--- src/rtl/mult_pkg.sv ---
// Shared types and constants for the 8x8 sequential multiplier.
// Used by the control/accumulate stage and the Shifter.
package mult_pkg;

  localparam int IN_W_DEF = 8;

  typedef enum logic [2:0] {
    S_IDLE = 3'd0,
    S_CYC0 = 3'd1,
    S_CYC1 = 3'd2,
    S_CYC2 = 3'd3,
    S_CYC3 = 3'd4,
    S_DONE = 3'd5
  } state_t;

  localparam logic [1:0] SH_0    = 2'b00;
  localparam logic [1:0] SH_HALF = 2'b01;
  localparam logic [1:0] SH_FULL = 2'b10;

endpackage

--- src/rtl/prod_accum.sv ---
// Product register: load or add the incoming partial product.
// Wraps modulo 2^W; synchronous active-high reset.
module prod_accum #(
  parameter int W = 16
) (
  input  logic         clk,
  input  logic         reset,
  input  logic         i_load,
  input  logic         i_add,
  input  logic [W-1:0] i_d,
  output logic [W-1:0] o_q
);

  logic [W-1:0] r_q;
  logic [W-1:0] w_sum;

  assign w_sum = r_q + i_d;

  always_ff @(posedge clk) begin
    if (reset) begin
      r_q <= '0;
    end else if (i_load) begin
      r_q <= i_d;
    end else if (i_add) begin
      r_q <= w_sum;
    end
  end

  assign o_q = r_q;

endmodule

--- src/rtl/mult_seq_accum.sv ---
// Control-and-accumulate stage of the sequential multiplier.
// Walks the four nibble products and sums the shifted results.
module mult_seq_accum
  import mult_pkg::*;
#(
  parameter int IN_W = IN_W_DEF
) (
  input  logic              clk,
  input  logic              reset,
  input  logic              start,
  input  logic [2*IN_W-1:0] shift_out,
  output logic              a_sel,
  output logic              b_sel,
  output logic [1:0]        shift_cntrl,
  output logic [2*IN_W-1:0] product,
  output logic              busy,
  output logic              done
);

  state_t r_state;
  state_t w_next;
  logic   w_load;
  logic   w_add;

  always_ff @(posedge clk) begin
    if (reset) begin
      r_state <= S_IDLE;
    end else begin
      r_state <= w_next;
    end
  end

  always_comb begin
    w_next = r_state;
    unique case (r_state)
      S_IDLE:  w_next = start ? S_CYC0 : S_IDLE;
      S_CYC0:  w_next = S_CYC1;
      S_CYC1:  w_next = S_CYC2;
      S_CYC2:  w_next = S_CYC3;
      S_CYC3:  w_next = S_DONE;
      S_DONE:  w_next = start ? S_CYC0 : S_IDLE;
      default: w_next = S_IDLE;
    endcase
  end

  // Moore decode straight off the state register
  always_comb begin
    a_sel       = 1'b0;
    b_sel       = 1'b0;
    shift_cntrl = SH_0;
    unique case (r_state)
      S_CYC1: begin
        a_sel       = 1'b1;
        shift_cntrl = SH_HALF;
      end
      S_CYC2: begin
        b_sel       = 1'b1;
        shift_cntrl = SH_HALF;
      end
      S_CYC3: begin
        a_sel       = 1'b1;
        b_sel       = 1'b1;
        shift_cntrl = SH_FULL;
      end
      default: begin
        a_sel       = 1'b0;
        b_sel       = 1'b0;
        shift_cntrl = SH_0;
      end
    endcase
  end

  assign w_load = (r_state == S_CYC0);
  assign w_add  = (r_state == S_CYC1) ||
                  (r_state == S_CYC2) ||
                  (r_state == S_CYC3);

  assign busy = w_load || w_add;
  assign done = (r_state == S_DONE);

  prod_accum #(
    .W (2*IN_W)
  ) u_accum (
    .clk    (clk),
    .reset  (reset),
    .i_load (w_load),
    .i_add  (w_add),
    .i_d    (shift_out),
    .o_q    (product)
  );

endmodule

--- config.mk ---
export PLATFORM = sky130hd
export DESIGN_NAME = mult_seq_accum
export DESIGN_NICKNAME = d
export VERILOG_FILES = /design/src/rtl/mult_pkg.sv /design/src/rtl/prod_accum.sv /design/src/rtl/mult_seq_accum.sv
export SDC_FILE = /design/constraint.sdc
export NUM_CORES = 1
export LEC_CHECK = 0
export BUFFER_PORTS_ARGS = -buffer_cell sky130_fd_sc_hd__buf_2
export CAP_MARGIN = 10
export CORE_MARGIN = 3
export CORE_UTILIZATION = 53
export DETAILED_ROUTE_END_ITERATION = 8
export PLACE_DENSITY = 0.8
export SYNTH_ARGS = -nofsm -noshare
export SYNTH_HDL_FRONTEND = slang
export SYNTH_SLANG_ARGS = --single-unit
--- constraint.sdc ---
create_clock -name clk -period 2.85 [get_ports clk]
set_clock_uncertainty 0.1 [all_clocks]
set_input_delay 0.1425 -clock clk [delete_from_list [all_inputs] [get_ports clk]]
set_output_delay 0.1425 -clock clk [all_outputs]
set_load 0.02 [all_outputs]
==> run_results.csv <==
group,metric,value,unit
clocking,worst_skew_pair.late_latency,0.31,ns
detailed_routing,number_of_drc_markers_after_the_initial_detailed_route_iteration,72,
die,dieArea,3838,um^2
global_route,grt_overflow_total,0,
clocking,clkSlewWorstSetupHoldPaths,0.13,ns
final_layout,diodes_inserted,0,
die,boundaryPins,41,
sta,setup_repair_after_global_routing_missed_its_margin,"false",
yosys,synthArstFlopShare,0,%
sta,finalWorstPathRequiredPeriod,2.440,ns
yosys,synth_cell_type_count,42,
sta,timing.setup.tns,0,ns
final_layout,drive_above_1_share,21.51,%
die,fp-row-count,19,
global_route,grt_pass1_vias,1425,
global_route,number_of_antenna_violations_at_the_first_check_in_global_routing,0,
worst_hold_path,worst_hold_startpoint,"shift_out[3]",
pwr,powerDensity,647.6,nW/um^2
place,portBuffers,40,
global_route,groute.usage.overall,22.78,%
critical_path,setup.worst_path.start_class,"input port",
critical_path,crit-reg2reg-launch,"u_accum.o_q[0]$_SDFFE_PP0P_",
critical_path,crit_type,"input port to register",
pwr,max-vdd-ir-drop,0.3572,mV
place,hpwl,3034,um
final_layout,mostFrequentLayoutCell,"sky130_fd_sc_hd__buf_2",
final_layout,finish.net_count,287,
clocking,cts_tree,"yes",
critical_path,cp_max_fo,4,
yosys,synth-warning-count,0,
sta,fin_crit_sh,85.62,%
die,die_x,61.95,um
global_route,grt_max_degree,20,
critical_path,cp_data_required_time,2.94,ns
critical_path,critical_path_arrival,2.53,ns
final_layout,layout-area-overhead-vs-synth,16.21,%
yosys,number_of_synthesized_flops_with_an_enable_pin,0,
yosys,synth-seq-cells,19,
yosys,main_flop_type_after_synthesis,"sky130_fd_sc_hd__dfxtp_1",
yosys,syn_avg_cell_area,7.789,um^2
yosys,syn-instance-count,213,
clocking,cts_buffers,3,
die,floorplan.die.height,61.95,um
detailed_routing,detail_route.first_pass.iterations,4,
detailed_routing,post_drt_via_cell_ratio,5.679,
clocking,buffer_count_from_post_cts_setup_fixing,0,
sta,number_of_max_slew_violations_in_the_final_report,0,
yosys,yosysSeqAreaShare,22.93,%
flow_run,cap_violations,0,
yosys,synthesis.area,1659,um^2
pwr,power.leakage,0.9273,nW
yosys,mappedNetlistNets,248,
worst_hold_path,timing.hold.worst.class,"input port to register",
sta,worst_slew_margin_rel,55.86,%
detailed_routing,drc,0,
critical_path,setup.worst_path.start,"shift_out[0]",
critical_path,timing.critical_path.to_type,"register",
detailed_routing,routed-via-count,1664,
detailed_routing,drt-total-wl,4042,um
status,outcome,"finished, final reports clean",
detailed_routing,detail_route.wl_per_cell,13.80,um
sta,worst_slew_pin_tran,0.6613,ns
place,gp_congestion,0.8605,
global_route,first_pass_grt_wire_length,6555,um
sta,finalHoldViolations,0,
die,initial_utilization,57.68,%
final_layout,layout.core_utilization,67.03,%
clocking,clock_sink_count,19,
detailed_routing,postRouteAntennaNets,0,
clocking,clockRootBuffer,"sky130_fd_sc_hd__clkbuf_4",
clocking,clock_tree.buffer_depth,2,
die,core_area,2877,um^2
final_layout,mostFrequentLayoutCells,"40 x sky130_fd_sc_hd__buf_2, 24 x sky130_fd_sc_hd__nand2_1, 21 x sky130_fd_sc_hd__a21oi_1",
sta,fmaxAchievable,409.8,MHz
clocking,htree_num_levels,1,
sta,setup_viol,0,
[report_power, final]
part	total (W)	switching, W	internal [W]
combinational	0.000723	0.000414	0.000310
sequential	0.000378	0.0000605	0.000318
clock	0.000147	0.0000925	0.0000545
total	0.00125	0.000567	0.000682
[logic make-up (layout without fill, tap and decap cells)]
group	count (synthesis)	in the layout	synth area share [%]
buffers and inverters	16	54	4.223
adders and majority gates	16	16	12.52
xor gates and xnor gates	14	14	7.391
muxes	9	9	5.882
AOI/OAI and AO/OA	79	79	31.07
and+or+nand+nor	60	60	15.99
DFF	19	19	22.93
[registers in the layout (all words and copies together) (netlist names)]
register	flops
r_state	3
u_accum.o_q	16
[critical path, stage by stage]
cell and delay (ns):
sky130_fd_sc_hd__dlygate4sd3_1 0.53, sky130_fd_sc_hd__buf_2 0.13, sky130_fd_sc_hd__ha_1 0.23, sky130_fd_sc_hd__fa_1 0.41, sky130_fd_sc_hd__a21oi_1 0.19, sky130_fd_sc_hd__o21ai_0 0.18
sky130_fd_sc_hd__a21o_1 0.25, sky130_fd_sc_hd__a21oi_1 0.18, sky130_fd_sc_hd__mux2i_1 0.21, sky130_fd_sc_hd__a21oi_1 0.08
[layer usage]
metal,up-vias,global-route usage [%],share of wire (%),wire (um)
li1,862,-,-,-
met1,749,32.17,49,1992
met2,48,36.69,44,1788
met3,5,3.719,5.2,212
met4,0,4.242,1.2,47
met5,-,0,0,0
[cell type report]
cell class | count | area [um^2]
sequential | 19 | 380.4
clock buffer | 4 | 26.28
fill | 268 | 948.4
inverter | 6 | 22.52
tap | 42 | 52.55
multi-input combinational | 178 | 1209
timing repair buffer | 44 | 237.7
[per-stage QoR]
stage	instance area (um^2)	instances	total power [W]	worst slack (ns)	hold WS (ns)
after floorplan	1659	213	0.0009341	0.6494	0.1945
after CTS	1928	293	0.001252	0.4291	0.009054
after global placement	1872	286	0.001091	0.6440	0.3176
after global routing	1928	293	0.001357	0.2118	0.03083
final	1928	293	0.001249	0.4098	0.01978
after detailed placement	1872	286	0.001097	0.5969	0.3208
[final timing paths]
path                                 end  slack (ns)  depth (start not counted)
max          u_accum.o_q[8]$_SDFFE_PP0P_        0.41                         10
min          u_accum.o_q[3]$_SDFFE_PP0P_        0.02                          3
max reg2reg  u_accum.o_q[8]$_SDFFE_PP0P_        0.58                          8
min reg2reg  u_accum.o_q[2]$_SDFFE_PP0P_        0.38                          2
[synth_stat cells, drive strengths merged, types with 6 or more instances]
cell    number  area (um^2)
o22ai        7        43.79
nor2        18        67.56
dfxtp       19        380.4
o21ai       13        68.81
mux2         6        67.56
inv          6        22.52
a21o         8        60.06
ha          15        187.7
buf          7        36.28
nand2       25        96.35
xnor2       11        96.34
a211oi      11        82.58
a21oi       21        105.1
[what timing repair did]
item | 4_1_cts | 5_1_grt
setup endpoints to repair | 0 | 0
hold buffers | 3 | 0
hold endpoints to repair | 3 | 0
resized for setup | 0 | 0
Power figures use the tool's default switching activity.
